**config.mk**
```make
export PLATFORM = sky130hd
export DESIGN_NAME = branch_predict_unit
export DESIGN_NICKNAME = d
export VERILOG_FILES = /design/src/rtl/branch_pkg.sv /design/src/rtl/branch_bht.sv /design/src/rtl/branch_predict_unit.sv
export SDC_FILE = /design/constraint.sdc
export NUM_CORES = 1
export LEC_CHECK = 0
export CAP_MARGIN = 25
export CORE_UTILIZATION = 35
export CTS_CLUSTER_DIAMETER = 150
export CTS_CLUSTER_SIZE = 12
export DETAILED_ROUTE_END_ITERATION = 12
export PLACE_DENSITY_LB_ADDON = 0.25
export SYNTH_ARGS = -nofsm -noshare
export SYNTH_HDL_FRONTEND = slang
export SYNTH_SLANG_ARGS = --single-unit
```
**constraint.sdc**
```tcl
create_clock -name clk -period 2.65 [get_ports clk]
set_input_delay 0.6625 -clock clk [delete_from_list [all_inputs] [get_ports clk]]
set_output_delay 0.6625 -clock clk [all_outputs]
set_load 0.1 [all_outputs]
```
**src/rtl/branch_pkg.sv**
```systemverilog
// Shared types and helpers for the branch predict unit: condition codes,
// flag bit positions and the condition evaluator used at resolution time.
package branch_pkg;

    typedef enum logic [2:0] {
        NE     = 3'b000,
        EQ     = 3'b001,
        GT     = 3'b010,
        LT     = 3'b011,
        GTE    = 3'b100,
        LTE    = 3'b101,
        OVFL   = 3'b110,
        UNCOND = 3'b111
    } cond_t;

    localparam int FLAG_N = 2;
    localparam int FLAG_V = 1;
    localparam int FLAG_Z = 0;

    // Resolve a condition code against an [N,V,Z] flag vector.
    function automatic logic cond_eval(input cond_t cond, input logic [2:0] flags);
        logic n;
        logic v;
        logic z;
        logic result;
        n = flags[FLAG_N];
        v = flags[FLAG_V];
        z = flags[FLAG_Z];
        case (cond)
            NE:      result = ~z;
            EQ:      result = z;
            GT:      result = ~z & ~n;
            LT:      result = n;
            GTE:     result = z | ~n;
            LTE:     result = n | z;
            OVFL:    result = v;
            UNCOND:  result = 1'b1;
            default: result = 1'b0;
        endcase
        return result;
    endfunction

endpackage

```
**src/rtl/branch_bht.sv**
```systemverilog
// Bimodal branch history table: an array of saturating counters with one
// combinational read port (prediction) and one synchronous update port
// (resolution). Reads see the pre-update value on a same-index collision.
module branch_bht #(
    parameter int BHT_DEPTH = 16,
    parameter int CTR_W     = 2,
    localparam int IDX_W    = $clog2(BHT_DEPTH)
) (
    input  logic             clk,
    input  logic             rst_n,
    input  logic [IDX_W-1:0] rd_idx,
    output logic             rd_taken,
    input  logic             wr_en,
    input  logic [IDX_W-1:0] wr_idx,
    input  logic             wr_taken
);

    localparam logic [CTR_W-1:0] CTR_INIT = {1'b0, {(CTR_W-1){1'b1}}};
    localparam logic [CTR_W-1:0] CTR_MAX  = {CTR_W{1'b1}};
    localparam logic [CTR_W-1:0] CTR_MIN  = {CTR_W{1'b0}};
    localparam logic [CTR_W-1:0] CTR_ONE  = {{(CTR_W-1){1'b0}}, 1'b1};

    logic [CTR_W-1:0] ctr_r [BHT_DEPTH];
    logic [CTR_W-1:0] wr_cur_s;
    logic [CTR_W-1:0] wr_next_s;

    // Prediction is the counter MSB; the array is read directly so a
    // concurrent update only becomes visible after the clock edge.
    assign rd_taken = ctr_r[rd_idx][CTR_W-1];

    // Saturating increment/decrement of the addressed counter.
    always_comb begin
        wr_cur_s  = ctr_r[wr_idx];
        wr_next_s = wr_cur_s;
        if (wr_taken) begin
            if (wr_cur_s != CTR_MAX) begin
                wr_next_s = wr_cur_s + CTR_ONE;
            end else begin
                wr_next_s = wr_cur_s;
            end
        end else begin
            if (wr_cur_s != CTR_MIN) begin
                wr_next_s = wr_cur_s - CTR_ONE;
            end else begin
                wr_next_s = wr_cur_s;
            end
        end
    end

    // Counter array: all entries start weakly-not-taken.
    always_ff @(posedge clk or negedge rst_n) begin
        if (!rst_n) begin
            for (int i = 0; i < BHT_DEPTH; i++) begin
                ctr_r[i] <= CTR_INIT;
            end
        end else if (wr_en) begin
            ctr_r[wr_idx] <= wr_next_s;
        end
    end

endmodule

```
**src/rtl/branch_predict_unit.sv**
```systemverilog
// Branch predict unit: architectural [N,V,Z] flag register, one-cycle
// registered branch resolution with flag forwarding, and a bimodal BHT for
// fetch-stage prediction with misprediction flagging.
// Optional feature macro: BRANCH_STATS_EN adds saturating branch and
// mispredict counters (stat_branches, stat_mispredicts).
module branch_predict_unit
    import branch_pkg::*;
#(
    parameter int PC_W      = 16,
    parameter int BHT_DEPTH = 16,
    parameter int CTR_W     = 2
) (
    input  logic            clk,
    input  logic            rst_n,
    input  logic            flag_we,
    input  logic [2:0]      flag_in,
    output logic [2:0]      flag_q,
    input  logic [PC_W-1:0] pred_pc,
    output logic            pred_taken,
    input  logic            res_valid,
    input  logic [PC_W-1:0] res_pc,
    input  logic [2:0]      res_cond,
    input  logic            res_pred_taken,
    output logic            out_valid,
    output logic            out_taken,
    output logic            mispredict
`ifdef BRANCH_STATS_EN
    ,
    output logic [15:0]     stat_branches,
    output logic [15:0]     stat_mispredicts
`endif
);

    localparam int IDX_W = $clog2(BHT_DEPTH);

    logic [IDX_W-1:0] pred_idx_s;
    logic [IDX_W-1:0] res_idx_s;
    logic [2:0]       eval_flags_s;
    cond_t            cond_s;
    logic             taken_s;
    logic             bht_upd_s;
    logic             unused_pc_bits;

    // Halfword-aligned instructions: bit 0 never distinguishes branches.
    assign pred_idx_s = pred_pc[IDX_W:1];
    assign res_idx_s  = res_pc[IDX_W:1];
    assign unused_pc_bits = ^{pred_pc[PC_W-1:IDX_W+1], pred_pc[0],
                              res_pc[PC_W-1:IDX_W+1], res_pc[0]};

    assign cond_s = cond_t'(res_cond);

    // Pick forwarded flags when execute writes and resolves in one cycle.
    always_comb begin
        eval_flags_s = flag_q;
        if (flag_we && res_valid) begin
            eval_flags_s = flag_in;
        end else begin
            eval_flags_s = flag_q;
        end
    end

    assign taken_s   = cond_eval(cond_s, eval_flags_s);
    // Unconditional branches carry no direction information for the BHT.
    assign bht_upd_s = res_valid && (cond_s != UNCOND);

    branch_bht #(
        .BHT_DEPTH (BHT_DEPTH),
        .CTR_W     (CTR_W)
    ) u_bht (
        .clk      (clk),
        .rst_n    (rst_n),
        .rd_idx   (pred_idx_s),
        .rd_taken (pred_taken),
        .wr_en    (bht_upd_s),
        .wr_idx   (res_idx_s),
        .wr_taken (taken_s)
    );

    // Architectural flag register.
    always_ff @(posedge clk or negedge rst_n) begin
        if (!rst_n) begin
            flag_q <= 3'b000;
        end else if (flag_we) begin
            flag_q <= flag_in;
        end
    end

    // Registered resolution result; idle cycles clear all three outputs.
    always_ff @(posedge clk or negedge rst_n) begin
        if (!rst_n) begin
            out_valid  <= 1'b0;
            out_taken  <= 1'b0;
            mispredict <= 1'b0;
        end else if (res_valid) begin
            out_valid  <= 1'b1;
            out_taken  <= taken_s;
            mispredict <= taken_s ^ res_pred_taken;
        end else begin
            out_valid  <= 1'b0;
            out_taken  <= 1'b0;
            mispredict <= 1'b0;
        end
    end

`ifdef BRANCH_STATS_EN
    // Saturating event counters driven by the registered result.
    always_ff @(posedge clk or negedge rst_n) begin
        if (!rst_n) begin
            stat_branches    <= 16'h0000;
            stat_mispredicts <= 16'h0000;
        end else begin
            if (out_valid && (stat_branches != 16'hFFFF)) begin
                stat_branches <= stat_branches + 16'h0001;
            end
            if (mispredict && (stat_mispredicts != 16'hFFFF)) begin
                stat_mispredicts <= stat_mispredicts + 16'h0001;
            end
        end
    end
`endif

endmodule

```
Word-level counts from Yosys, hierarchy flattened --
Cells that the tools add are included.
Storage, ports and cells: register bits 38, bits of input ports 43
Cells by class: reductions and logical operators 5, $lt $le $gt $ge 3, $add $sub $neg 2, bitwise gates (word level) 8, multiplexer cells 17, equal/unequal tests 9
Operators by type and width (count):
- 32-bit bitwise mux | 1
- 2-bit binary-select mux with 4-bit select | 2
- 2-bit two-way mux | 8
- 3-bit == test (second input constant) | 4
- 5-bit >= comparator (second input constant) | 2
- 4-bit NOT with 5-bit output | 2
- 2-bit demux with 4-bit select | 1
- 1-bit case mux with 8 select lines | 1
- 3-bit by 2-bit == test with 1-bit output (second input constant) | 2
- 5-bit by 1-bit less-than comparator with 1-bit output (second input constant) | 1
- 3-bit by 1-bit == test with 1-bit output (second input constant) | 1
- 1-bit logical AND | 3
- 3-bit zero test | 1
- 1-bit two-way mux | 3
- 3-bit two-way mux | 1
- 3-bit inequality test (second input constant) | 1
- 2-bit by 1-bit adder with 2-bit output (second input constant) | 1
- 2-bit inequality test (second input constant) | 1
- 1-bit NOT | 2
- 1-bit OR | 2
- 2-bit nonzero test | 1
- 2-bit by 1-bit subtractor with 2-bit output (second input constant) | 1
- 1-bit bitwise AND | 1
- 1-bit bitwise XOR | 1

Logic depth before layout (Yosys ltp) --
word-level depth 8, depth in mapped cells 7

Modules after synthesis --
Synthesis repeated with hierarchy kept, for this count alone.
Second synthesis, totals: cell total of the unflattened synthesis 197, area total of the unflattened synthesis 2314.7 sq um
By module, submodules not included:
- branch_bht | cells each 166, area each 1981.9 sq um, times used 1
- branch_predict_unit | cells each 31, area each 332.8 sq um, times used 1

Least setup slack after synthesis --
OpenSTA, ideal clock, no wires.
path kind input port to flip-flop, from input res_pc[1], to register u_bht.ctr_r[23] (netlist name), required time 2.510 ns, slack 0.046 ns, arrival 2.464 ns, stages 7, library setup time 0.140 ns, cell sequence buf_2 -> buf_2 -> mux4_2 -> mux4_2 -> o31ai_4 -> buf_6 -> a31oi_1
On the way: word-level cells in the longest chain between the ends 8
Ends and longest elaborated chain:
- start, declared | RTL line branch_predict_unit.sv:21 | input logic [PC_W-1:0] res_pc,
- 4-bit NOT with 5-bit output (not written as such) * | RTL line branch_bht.sv:33, branch_bht.sv:57
- 2-bit binary-select mux with 4-bit select | RTL line branch_bht.sv:33 | wr_cur_s = ctr_r[wr_idx];
- 2-bit two-way mux (not written as such) (2 in a row) | RTL line branch_bht.sv:33
- 2-bit by 1-bit subtractor with 2-bit output, or another cell as far along | RTL line branch_bht.sv:43 | wr_next_s = wr_cur_s - CTR_ONE;
- 2-bit two-way mux (on tied branches) | RTL line branch_bht.sv:42, branch_bht.sv:36
- 2-bit two-way mux | RTL line branch_bht.sv:35 | if (wr_taken) begin
- 32-bit bitwise mux * | RTL line branch_bht.sv:57 | ctr_r[wr_idx] <= wr_next_s;
- end signal, assigned by index | RTL line branch_bht.sv:57
- end, declared | RTL line branch_bht.sv:23 | logic [CTR_W-1:0] ctr_r [BHT_DEPTH];
Every way passes the cells marked *; elsewhere a longest branch is shown, timed or not. The select of a mux whose other input is x is not followed. A chain may end at the register's enable or synchronous reset.

Final worst setup path --
from input pred_pc[1], to output pred_taken
On the way: word-level cells in the longest chain between the ends 4
Ends and longest elaborated chain:
- start, declared | RTL line branch_predict_unit.sv:18 | input logic [PC_W-1:0] pred_pc,
- 4-bit NOT with 5-bit output (not written as such) | RTL line branch_bht.sv:29 | assign rd_taken = ctr_r[rd_idx][CTR_W-1];
- 2-bit binary-select mux with 4-bit select | RTL line branch_bht.sv:29
- 2-bit two-way mux (not written as such) (2 in a row) | RTL line branch_bht.sv:29
- end, declared | RTL line branch_predict_unit.sv:19 | output logic pred_taken,
Every way passes these cells. The select of a mux whose other input is x is not followed.

==> results by group <==
Final layout
  – Diode count: 0
  – Layout Nets: 285
  – Fin cells: 315
  – Area growth from synthesis to layout: 38.9%
  – # fillers: 513
  – Fraction of layout cells with a size suffix above 1: 43.6%
  – Fin util: 51.3%

Power
  – Power per Cell Area: 870 nW/um^2
  – Tot Pwr: 2.50 mW
  – Combinational Power Share: 45.5%
  – Sw power: 0.900 mW
  – VDD IR max: 0.425 mV
  – Seq pwr share: 39.0%
  – Switching Share: 36.0%
  – Pint: 1.60 mW
  – Part of the power in the clock network: 15.5%
  – Pleak: 1.18 nW

Timing
  – Worst slew margin: 43.5%
  – RSZ-0062 raised after global routing: no
  – Hold Vio Cnt, Final: 0
  – Clock Skews: 15.1 ps
  – Max Clk Rate: 382 MHz
  – Setup violators final: 0
  – Setup TNS: 0 ps
  – Slew Viols, Final: 0
  – Hold WS: 481 ps
  – Final Cycle Share: 98.8%
  – Worst Tran Pin Value: 847 ps
  – Final Critical Period: 2620 ps

Synth
  – Synth top cells by count: 46 x nor2_1, 32 x a31oi_1, 22 x dfrtp_1
  – Yosys warning count: 0
  – Combinational family with the most area after synthesis: multiplexers
  – Count leader, synth: nor2_1
  – Seq/Total Area, Yosys: 46.9%
  – Count of cell types in the netlist: 31
  – Cells after synthesis: 178
  – Mux cell area share after synthesis: 20.1%
  – Post-synth EDFFs: 0
  – Area leader, netlist: dfrtp_1
  – Post-synth top area share: 26.6%
  – Avg Inst Size Synth: 11.6 sq um
  – Post-Synth Adder-Cell Area: 0%
  – Yosys reg bits: 38
  – Synth Area in Compound Gates: 15.2%
  – Async set-reset flop share out of synthesis: 100%
  – Top FF cell, synth: dfrtp_1
  – Synth area leaders: dfrtp_1 27%, dfstp_2 20%, mux4_2 18%
  – Mapped cell area: 2070 sq um
  – Simple-Gate Fraction of Synth Area: 14.9%
  – Synth Area in XOR/XNOR: 0%
  – Synthesized Nets: 221

Drt
  – First-iteration detailed-routing DRC count: 115
  – Vias per inst: 5.48
  – Post-route ant nets: 0
  – WL final: 5360 um
  – TritonRoute pass-1 iters: 4
  – Via count: 1725
  – Drt wl/cell: 17.0 um
  – DRC: 0

Flow run
  – Max_cap viols: 0

Worst setup path
  – CP max stage cell: mux4_2
  – FF-to-FF End: u_bht.ctr_r[5]
  – Reg2reg start: flag_q[0]
  – Largest stage delay, worst path: 510 ps
  – Cell Chain, Critical Path: buf_8, mux4_2, mux4_2, buf_12
  – Worst setup SP type: primary input
  – Setup crit end: pred_taken
  – Worst Setup SP: pred_pc[1]
  – Worst path top cell family by delay: multiplexers
  – Crit path top cell by count: mux4_2
  – R2r setup slk: 420 ps
  – Critical Path Stages: 4
  – Crit end category: output port
  – Worst EP required: 1990 ps
  – Worst R2R Path Depth: 8
  – Worst Setup Path Type: in2out
  – CP max FO: 4
  – Crit path DAT: 1960 ps
  – Buf/Inv on CP: 2

Global route
  – Vias in the first global route: 1716
  – Grt ovf: 0
  – Total Routing Usage GR: 18.7%
  – Largest net degree at the start of global routing: 39
  – Global-route wire length before repair: 8710 um
  – Initial antenna violation count: 0

Die
  – Core Area: 5610 sq um
  – Site Rows: 27
  – Top Ports: 50
  – Die height: 78.9 um
  – Die W: 78.9 um
  – Starting Density: 36.9%
  – Die Area: 6230 sq um

Clock tree
  – CTS tree: yes
  – TritonCTS Sinks: 38
  – Clock-pin slew on the worst setup and hold paths: 80 ps
  – Clock tree buffer depth: 2
  – CTS Hold Bufs: 0
  – # H-tree levels: 2
  – Worst-Skew Late Latency: 290 ps
  – TritonCTS Buffers: 5
  – CTS Root Cell: clkbuf_8

Placed design
  – Port Buffers: 25
  – Placed Cells: 294
  – GPL Wtd Cong: 0.780
  – Dpl hpwl: 3610 um

Worst hold path
  – Worst hold path class: in2async

Status
  – Status: finished clean
## cell type report
type	instances	area, sq um	share of cell area, %
timing repair buffer	64	631	21.9
multi-input combinational	130	1090	37.8
clock inverter	2	10.0	0.348
tap	72	90.1	3.13
sequential	38	971	33.8
inverter	3	13.8	0.479
clock buffer	6	72.6	2.52
## metal layers
layer  vias to the layer above  wire length (um)  track usage, %  share of wire [%]
met5                         -                 0               0                  0
met4                         0                97            7.27                1.8
met3                         8               267            3.33                5.0
met2                        40              2670            31.3                 50
met1                       857              2320            24.1                 43
li1                        820                 -               -                  -
## flip-flops by register name (all words and copies together), names as in the netlist
| register | count |
|---|---|
| mispredict | 1 |
| out_valid | 1 |
| out_taken | 1 |
| u_bht.ctr_r | 32 |
| flag_q | 3 |
## cell families after synthesis
kind of cell	Yosys count
AND/OR/NAND/NOR	68
AO/OA/AOI/OAI	42
flip-flops	38
multiplexers	20
buffers and inverters	10
## per-stage QoR
step	worst slack (ps)	cell area (sq um)
floorplan	45.9	2070
global placement	-472	2580
detailed placement	-487	2580
CTS	-59.9	2800
global route	2.56	2880
finish	32.4	2880
## how the worst min path moves through the flow
stage                       to  cells after the start
5_1_grt        u_bht.ctr_r[12]                      2
4_1_cts        u_bht.ctr_r[19]                      1
2_1_floorplan        flag_q[0]                      0
3_3_place_gp    u_bht.ctr_r[6]                      2
6_report       u_bht.ctr_r[13]                      1
3_5_place_dp   u_bht.ctr_r[22]                      2
## worst reg2reg max path, cell delays in order, from the launching register on
cell and delay (ps):
dfrtp_1 430, nand2b_1 160, mux4_2 470, o211a_4 280, buf_4 150, o31ai_4 250
buf_4 160, buf_12 110, a31oi_1 80
## cell usage in the layout, fill, tap and decap left out, types with 2 or more instances in the layout
cell type and n:
a31oi_2 4, nand2b_1 3, nor2_1 46, nand4b_1 2, clkbuf_8 5, dlymetal6s2s_1 5, clkinv_2 2, a31oi_1 28
clkbuf_2 2, inv_1 2, buf_4 37, dfstp_2 16, nor3_1 7, clkdlybuf4s50_1 9, mux4_2 17, dfrtp_1 22
buf_6 2, mux2_2 3, buf_12 6, nand2_1 2, o31ai_4 2
## what timing repair did
item,4_1_cts,5_1_grt
setup buffers,9,4
endpoints found under the hold margin,0,0
pin swaps,3,4
endpoints found under the setup margin,33,33
gates cloned,1,0
resized for setup,11,18
## power groups by stage
stage | Clock (mW) | Combinational [mW] | Sequential, mW
after floorplan | 0 | 0.626 | 0.997
after detailed placement | 0 | 0.945 | 0.983
final | 0.388 | 1.14 | 0.977
after global placement | 0 | 0.929 | 0.971
after CTS | 0.392 | 1.10 | 0.974
after global routing | 0.415 | 1.22 | 0.998
No activity file was read; power rests on OpenSTA's default activity.
